==> config.mk <==
export PLATFORM = sky130hd
export DESIGN_NAME = snake_stepper
export DESIGN_NICKNAME = d
export VERILOG_FILES = /design/src/rtl/snake_stepper.sv
export SDC_FILE = /design/constraint.sdc
export NUM_CORES = 1
export LEC_CHECK = 0
export CORE_UTILIZATION = 55
export DETAILED_ROUTE_END_ITERATION = 12
export DONT_BUFFER_PORTS = 1
export PLACE_DENSITY_LB_ADDON = 0.15
export SLEW_MARGIN = 20
export SYNTH_ARGS = -nofsm -noshare
export SYNTH_HDL_FRONTEND = slang
export SYNTH_SLANG_ARGS = --single-unit
==> constraint.sdc <==
create_clock -name clk -period 3.6 [get_ports clk]
set_clock_uncertainty 0.1 [all_clocks]
set_input_delay 0.54 -clock clk [delete_from_list [all_inputs] [get_ports clk]]
set_output_delay 0.54 -clock clk [all_outputs]
set_load 0.01 [all_outputs]
==> src/rtl/snake_stepper.sv <==
// Snake head stepper: advances the head on each rate-divider tick, queues player turns,
// detects wall hits and shortens the tick period on food. STEPPER_WRAP_EN selects wrap-around walls.
module snake_stepper #(
  parameter int unsigned GRID_W     = 40,
  parameter int unsigned GRID_H     = 30,
  parameter int unsigned START_X    = 20,
  parameter int unsigned START_Y    = 15,
  parameter logic [27:0] INIT_TICKS = 28'd12_499_999,
  parameter logic [27:0] MIN_TICKS  = 28'd2_499_999,
  parameter logic [27:0] SPEEDUP    = 28'd500_000
) (
  input  logic        clk,
  input  logic        reset,
  input  logic        enable,
  input  logic        dir_valid,
  input  logic [1:0]  dir_req,
  input  logic        grow,
  output logic [5:0]  head_x,
  output logic [5:0]  head_y,
  output logic [1:0]  dir,
  output logic        step,
  output logic        collide,
  output logic [27:0] max_ticks,
  output logic        par_load
);

  localparam int unsigned COORD_W = 6;
  localparam int unsigned TICK_W  = 28;
  localparam int unsigned DIR_W   = 2;
  localparam int unsigned CNT_W   = 2;

  localparam logic [DIR_W-1:0] DIR_UP    = 2'b00;
  localparam logic [DIR_W-1:0] DIR_RIGHT = 2'b01;
  localparam logic [DIR_W-1:0] DIR_DOWN  = 2'b10;
  localparam logic [DIR_W-1:0] DIR_LEFT  = 2'b11;

  localparam logic [COORD_W-1:0] X_MAX   = COORD_W'(GRID_W - 1);
  localparam logic [COORD_W-1:0] Y_MAX   = COORD_W'(GRID_H - 1);
  localparam logic [COORD_W-1:0] X_START = COORD_W'(START_X);
  localparam logic [COORD_W-1:0] Y_START = COORD_W'(START_Y);

  // Below this period a full SPEEDUP would undershoot (or underflow), so clamp instead.
  localparam logic [TICK_W:0] SPEED_FLOOR = (TICK_W+1)'(MIN_TICKS) + (TICK_W+1)'(SPEEDUP);

`ifdef STEPPER_WRAP_EN
  localparam bit WRAP_EN = 1'b1;
`else
  localparam bit WRAP_EN = 1'b0;
`endif

  typedef enum logic [1:0] {
    ST_IDLE = 2'd0,
    ST_RUN  = 2'd1,
    ST_DEAD = 2'd2
  } state_t;

  state_t state_q, state_d;

  logic [DIR_W-1:0]   fifo_q [2];
  logic [DIR_W-1:0]   fifo_d [2];
  logic [CNT_W-1:0]   fifo_cnt_q, fifo_cnt_d, cnt_pop;
  logic               load_pend_q, load_pend_d;

  logic [COORD_W-1:0] head_x_d, head_y_d;
  logic [DIR_W-1:0]   dir_d;
  logic               step_d, collide_d, par_load_d;
  logic [TICK_W-1:0]  max_ticks_d;

  logic [DIR_W-1:0]   ref_dir, step_dir;
  logic               pop, push;
  logic [COORD_W-1:0] nx, ny;
  logic               wall, dead_hit;

  // Turn queue decisions, all taken against the contents before this cycle's update.
  always_comb begin
    ref_dir = dir;
    if (fifo_cnt_q == CNT_W'(2))      ref_dir = fifo_q[1];
    else if (fifo_cnt_q == CNT_W'(1)) ref_dir = fifo_q[0];
    pop      = enable && (fifo_cnt_q != CNT_W'(0));
    step_dir = pop ? fifo_q[0] : dir;
    push     = dir_valid
            && (dir_req != ref_dir)
            && (dir_req != (ref_dir ^ 2'b10))
            && ((fifo_cnt_q != CNT_W'(2)) || pop);
  end

  // Next cell in the step direction; nx/ny already hold the wrapped cell on a wall exit.
  always_comb begin
    nx   = head_x;
    ny   = head_y;
    wall = 1'b0;
    case (step_dir)
      DIR_UP: begin
        if (head_y == COORD_W'(0)) begin
          wall = 1'b1;
          ny   = Y_MAX;
        end else begin
          ny = head_y - COORD_W'(1);
        end
      end
      DIR_RIGHT: begin
        if (head_x == X_MAX) begin
          wall = 1'b1;
          nx   = COORD_W'(0);
        end else begin
          nx = head_x + COORD_W'(1);
        end
      end
      DIR_DOWN: begin
        if (head_y == Y_MAX) begin
          wall = 1'b1;
          ny   = COORD_W'(0);
        end else begin
          ny = head_y + COORD_W'(1);
        end
      end
      DIR_LEFT: begin
        if (head_x == COORD_W'(0)) begin
          wall = 1'b1;
          nx   = X_MAX;
        end else begin
          nx = head_x - COORD_W'(1);
        end
      end
      default: ;
    endcase
    dead_hit = wall && !WRAP_EN;
  end

  // Next-state and registered-output logic.
  always_comb begin
    state_d     = state_q;
    fifo_d[0]   = fifo_q[0];
    fifo_d[1]   = fifo_q[1];
    fifo_cnt_d  = fifo_cnt_q;
    cnt_pop     = fifo_cnt_q;
    load_pend_d = 1'b0;
    head_x_d    = head_x;
    head_y_d    = head_y;
    dir_d       = dir;
    step_d      = 1'b0;
    collide_d   = collide;
    max_ticks_d = max_ticks;
    par_load_d  = load_pend_q;

    case (state_q)
      ST_IDLE: begin
        if (dir_valid) begin
          dir_d   = dir_req;
          state_d = ST_RUN;
        end
      end

      ST_RUN: begin
        if (pop) fifo_d[0] = fifo_q[1];
        cnt_pop = fifo_cnt_q - CNT_W'(pop);
        if (push) begin
          if (cnt_pop == CNT_W'(0)) fifo_d[0] = dir_req;
          else                      fifo_d[1] = dir_req;
        end
        fifo_cnt_d = cnt_pop + CNT_W'(push);

        if (enable) begin
          dir_d = step_dir;
          if (dead_hit) begin
            state_d   = ST_DEAD;
            collide_d = 1'b1;
          end else begin
            head_x_d = nx;
            head_y_d = ny;
            step_d   = 1'b1;
          end
        end

        // A grow on the collision edge is discarded.
        if (grow && !(enable && dead_hit)) begin
          if ({1'b0, max_ticks} < SPEED_FLOOR) max_ticks_d = MIN_TICKS;
          else                                 max_ticks_d = max_ticks - SPEEDUP;
          load_pend_d = 1'b1;
        end
      end

      ST_DEAD: ;

      default: state_d = ST_IDLE;
    endcase
  end

  always_ff @(posedge clk or posedge reset) begin
    if (reset) begin
      state_q     <= ST_IDLE;
      fifo_q[0]   <= DIR_UP;
      fifo_q[1]   <= DIR_UP;
      fifo_cnt_q  <= CNT_W'(0);
      load_pend_q <= 1'b0;
      head_x      <= X_START;
      head_y      <= Y_START;
      dir         <= DIR_RIGHT;
      step        <= 1'b0;
      collide     <= 1'b0;
      max_ticks   <= INIT_TICKS;
      par_load    <= 1'b1;
    end else begin
      state_q     <= state_d;
      fifo_q[0]   <= fifo_d[0];
      fifo_q[1]   <= fifo_d[1];
      fifo_cnt_q  <= fifo_cnt_d;
      load_pend_q <= load_pend_d;
      head_x      <= head_x_d;
      head_y      <= head_y_d;
      dir         <= dir_d;
      step        <= step_d;
      collide     <= collide_d;
      max_ticks   <= max_ticks_d;
      par_load    <= par_load_d;
    end
  end

endmodule

==> metrics.txt, run 1 <==
top cells by area, synth dfrtp_1, dfstp_2, ha_1; full die area 6050 sq um; setup ws final 0.470 ns; cell internal pwr 1.34 mW; Period minus WS final 3.13 ns; drt pass-1 iters 4; final slew viol count 0; total net switching power 1.05 mW; CTS Buffer Depth 2; row count 27; total gr overflow 0; ys async rst share 100%; first-pass GRT wire length 11.8 mm; largest net degree at the start of global routing 51; min-delay worst type input pin to asynchronous set/reset pin; unrepaired setup endpoints after global routing false; max-cap violations 0; Cell Area, Synth 3160 sq um; Inserted Clock Buffers 5; Placer Congestion 0.874; Starting Density 57.4%; fillcell total 479; Hold Buf Count CTS 0; R2R depth 7; Area Overhead vs Synth 3.61%; Final TNS setup 0 ns; cts repair resizes 0; 1st-iter DRT viols 183; Gate power share 44.3%; Synth Register Bits 50; # setup viols final 0; Rel. slew slack 43.7%; Post-Route Utilization 59.4%; placed cell count 402; CTS tree done; Synth top area share 23.8%; DRT antenna net count 0; Critical Path RT 3.69 ns; I/O pins 52; Synth area leader dfrtp_1; HPWL Detailed 4.87 mm; clock share of power 13.9%; Skew-Pair Late Insertion Delay 0.31 ns; Main synth FF type dfrtp_1; count of cell types in the netlist 62; initial antenna violation count 0; clk slew on worst S/H paths 0.10 ns; routed via count 2573; crit path kind flop to flop; gr usage total 24.4%; vias per cell 6.28; Achievable Freq 0.319 GHz; Syn Nets 360; switching portion of total power 43.7%; Setup Slack @ Placement 0.495 ns; Final #Nets 354; CTS root buffer clkbuf_8; number of global-route vias before repair 2457; Die Wd 77.8 um; layout cells sized above 1 14.8%; Die Span Y 77.8 um; Core ar. 5510 sq um; Post-synth EDFFs 0; Final Hold Vio Count 0; CP Data Arrival Time 3.22 ns; crit path capture type flop; Worst Tran Pin Value 0.843 ns; CTS Sinks 50; I/O Buffers 0; drt drc 0; final worst-path cycle share 87.0%; Worst setup SP type flop; Detailed Route WL 6.81 mm; CP max FO 17; Post-Syn Instances 343; DR WL/cell 16.6 um; fin cells 410; final hold slack 0.144 ns; synthesized area per cell 9.21 sq um; total number of yosys warnings 0; Max VDD drop 0.468 mV; CTS H-tree lvls 2; Post-CTS Setup Inserts 0; leak pwr 1.34 nW; outcome complete, no violations; # diodes 0; Sequential Power Share 41.7%; register area share after synthesis 40.4%; Power Density 731 nW/um^2
## cells in the mapped netlist (3+ instances only)
cell and number:
dfrtp_1 30, a31oi_1 3, and4_1 3, nor2_1 29, nand3_1 13, and3_1 3, or3_1 6, o21ai_0 23
buf_4 4, nand2_1 30, o31ai_1 5, dfstp_2 20, o22a_1 3, a22o_1 6, nor3_1 7, nand2b_1 7
o21a_1 3, a211oi_1 4, buf_6 3, o211ai_1 3, xnor2_1 6, xor2_1 4, mux2i_1 9, clkbuf_1 8
o311ai_0 3, ha_1 10, a22oi_1 3, a21o_1 4, o2bb2ai_1 3, and2_1 3, mux2_2 8, a21oi_1 19
nor4_1 5, inv_1 16
## area by class of cell
class	instances	area [sq um]	area share (%)
clock inverters	3	21.3	0.650
inverters	17	66.3	2.03
repair buffers	4	30.0	0.918
flip-flops and latches	50	1280	39.0
well taps	72	90.1	2.75
multi-input cells	259	1720	52.5
clock buffers	5	68.8	2.10
## through the flow
step                      instance area, sq um  total power [mW]
final                                     3270              2.39
after global routing                      3270              2.60
after floorplan                           3160              1.82
after detailed placement                  3180              2.06
after global placement                    3180              2.02
after CTS                                 3270              2.40
## critical path: stages (launching register included)
cell,delay (ns)
dfrtp_1,0.49
o21a_1,0.36
mux2_4,0.37
mux4_2,0.38
a21o_1,0.41
clkinv_2,0.34
o211ai_1,0.19
mux2_2,0.35
## kinds of logic after synthesis
kind of cell | synth area share [%]
xor gates and xnor gates | 2.77
adders and majority gates | 3.96
muxes | 6.89
DFF | 40.4
AOI/OAI and AO/OA | 21.6
buffers and inverters | 5.35
and+or+nand+nor | 19.0
## final timing paths
kind | from | endpoint | slack [ns]
worst max-delay path | fifo_cnt_q[1]$_DFFE_PP0P_ | max_ticks[26]$_DFFE_PP0P_ | 0.47
worst min-delay path | reset | state_q[0]$_DFFE_PP0P_ | 0.14
worst max register to register | fifo_cnt_q[1]$_DFFE_PP0P_ | max_ticks[26]$_DFFE_PP0P_ | 0.47
worst min register to register | load_pend_q$_DFF_PP0_ | par_load$_DFF_PP1_ | 0.26
max in group asynchronous | reset | max_ticks[27]$_DFFE_PP0P_ | 2.75
min in group clk | load_pend_q$_DFF_PP0_ | par_load$_DFF_PP1_ | 0.26
## power by group through the flow
stage	Combinational, mW	Sequential (mW)	Clock (mW)
floorplan	0.897	0.921	0
global placement	1.02	1.00	0
detailed placement	1.05	1.01	0
CTS	1.06	0.996	0.343
global route	1.20	1.03	0.368
finish	1.06	0.997	0.333
## cells in the final DEF (no fill, tap or decap), types with 6 or more instances in the layout
cell type / count
mux2i_1: 9
nand3_1: 13
a22o_1: 6
dfrtp_1: 30
a21oi_1: 19
nand2_1: 30
xnor2_1: 6
inv_1: 15
ha_1: 10
o21ai_0: 23
nand2b_1: 7
or3_1: 6
dfstp_2: 20
mux2_2: 8
nor2_1: 29
nor3_1: 7
## state kept, by name, indices dropped and copies added, names as in the netlist
signal       count
step             1
fifo_cnt_q       2
collide          1
state_q          2
head_y           6
fifo_q           4
load_pend_q      1
head_x           6
par_load         1
dir              2
max_ticks       24
## per-layer routing
layer | vias to the layer above | part of all wire, % | routed length [um] | track usage (%)
met5 | - | 0 | 0 | 0
met4 | 0 | 1.6 | 111 | 9.25
met3 | 12 | 5.4 | 368 | 5.41
met2 | 77 | 46 | 3150 | 36.5
met1 | 1238 | 47 | 3180 | 34.2
li1 | 1246 | - | - | -
No activity file was read; power rests on OpenSTA's default activity.
==> inputs of run 2 (changes only) <==
Clock period 3.6 ns to 3.21 ns, I/O delays scaled along.
==> run 2 against run 1 <==
Fmax is 7.4% higher; final cell count grew 0.24%; count of clock-buffer cells in the layout stayed put; register-to-register slack worse by 0.18 ns; critical endpoint is now max_ticks[17]$_DFFE_PP1P_; worst hold slack lost 0.038 ns; highest routed layer unchanged; core utilization grew 0.50 points; first-iteration DRC count grew 2.2%; die area unchanged; critical path type unchanged; clock power grew 30%; critical path depth grew 2; sequential share of layout area shrank 0.33 points; largest power group unchanged; via count decreased by 0.58%.
==> metrics.txt, run 2 (same netlist as run 1, synthesis figures left out) <==
# setup viols final 0; Final Hold Vio Count 0; Most flops, register max_ticks; Max VDD drop 0.498 mV; leak pwr 1.36 nW; Power Density 829 nW/um^2; clk slew on worst S/H paths 0.10 ns; Inserted Clock Buffers 5; first-pass GRT wire length 11.7 mm; outcome complete, no violations; number of global-route vias before repair 2469; Area Overhead vs Synth 4.48%; min-delay worst type input pin to asynchronous set/reset pin; DRT antenna net count 0; vias per cell 6.22; CP max FO 17; Rel. slew slack 43.2%; CTS root buffer clkbuf_8; DR WL/cell 16.7 um; CTS tree done; Starting Density 57.4%; Final #Nets 355; Achievable Freq 0.343 GHz; initial antenna violation count 0; largest registers max_ticks: 24 flops, head_x: 6 flops, head_y: 6 flops; Die Wd 77.8 um; total power 2.73 mW; row count 27; Final TNS setup 0 ns; fillcell total 505; Storage cell area 1280 sq um; gr usage total 24.0%; layout cells sized above 1 15.0%; drt pass-1 iters 4; total gr overflow 0; full die area 6050 sq um; largest net degree at the start of global routing 51; max FFs per register 24; crit path kind flop to flop; max-cap violations 0; Period minus WS final 2.92 ns; routed via count 2558; # diodes 0; CP Data Arrival Time 3.05 ns; fin area 3300 sq um; 1st-iter DRT viols 187; Worst setup SP type flop; final slew viol count 0; CTS Buffer Depth 2; Critical Path RT 3.35 ns; I/O pins 52; R2R depth 9; Placer Congestion 0.886; Core ar. 5510 sq um; Skew-Pair Late Insertion Delay 0.30 ns; HPWL Detailed 4.89 mm; Multi-input gate area 1720 sq um; Hold Buf Count CTS 0; Placed Area 3190 sq um; Worst Tran Pin Value 0.851 ns; Post-CTS Setup Inserts 0; crit path capture type flop; cts repair resizes 0; drt drc 0; commonest cells after routing, fill and taps aside nand2_1, dfrtp_1, nor2_1, o21ai_0, dfstp_2; I/O Buffers 0; CTS H-tree lvls 2; final worst-path cycle share 90.8%; Detailed Route WL 6.86 mm; Die Span Y 77.8 um; unrepaired setup endpoints after global routing false; CTS Sinks 50
-- run 2: path summary, 6_finish.rpt --
| kind | from | to | slack [ns] |
|---|---|---|---|
| worst max-delay path | head_y[0]$_DFFE_PP1P_ | max_ticks[17]$_DFFE_PP1P_ | 0.29 |
| worst min-delay path | reset | max_ticks[7]$_DFFE_PP0P_ | 0.11 |
| worst max register to register | head_y[0]$_DFFE_PP1P_ | max_ticks[17]$_DFFE_PP1P_ | 0.29 |
| worst min register to register | load_pend_q$_DFF_PP0_ | par_load$_DFF_PP1_ | 0.26 |
| max in group asynchronous | reset | max_ticks[24]$_DFFE_PP0P_ | 2.39 |
| min in group clk | dir_req[0] | fifo_q[0]$_DFFE_PP0P_ | 0.23 |
-- run 2: layout make-up --
| type | instances | area share [%] |
|---|---|---|
| Sequential cell | 50 | 38.7 |
| Clock inverter | 3 | 1.21 |
| Inverter | 17 | 2.05 |
| Tap cell | 72 | 2.73 |
| Clock buffer | 5 | 2.09 |
| Multi-Input combinational cell | 259 | 52.1 |
| Timing Repair Buffer | 5 | 1.14 |
-- run 2: power by group --
group	internal [mW]	switching, mW	leakage [nW]	total, mW
clock network	0.230	0.204	0.0579	0.434
registers	0.834	0.277	0.579	1.11
logic	0.524	0.666	0.725	1.19
-- run 2: worst max-delay path, stage by stage, from the launching register on --
cell and delay (ns):
dfstp_2 0.63, inv_1 0.12, ha_1 0.21, nand2b_1 0.10, nor3_1 0.09, mux4_2 0.52, a21o_1 0.36, inv_4 0.24
nand2_4 0.11, o32a_1 0.37
-- run 2: routing by layer --
metal	GRT usage, %	part of all wire [%]
met3	5.65	5.3
met5	0	0
met4	6.60	0.35
met1	33.9	48
met2	36.5	46
-- run 2: stage by stage --
step	hold slack (ns)	utilization, %	worst slack, ns	instances
floorplan	0.233	-	0.702	343
global placement	0.237	57.9	0.305	403
detailed placement	0.246	57.9	0.201	403
CTS	0.222	59.9	0.177	411
global route	0.175	59.9	0.126	411
finish	0.106	59.9	0.294	411
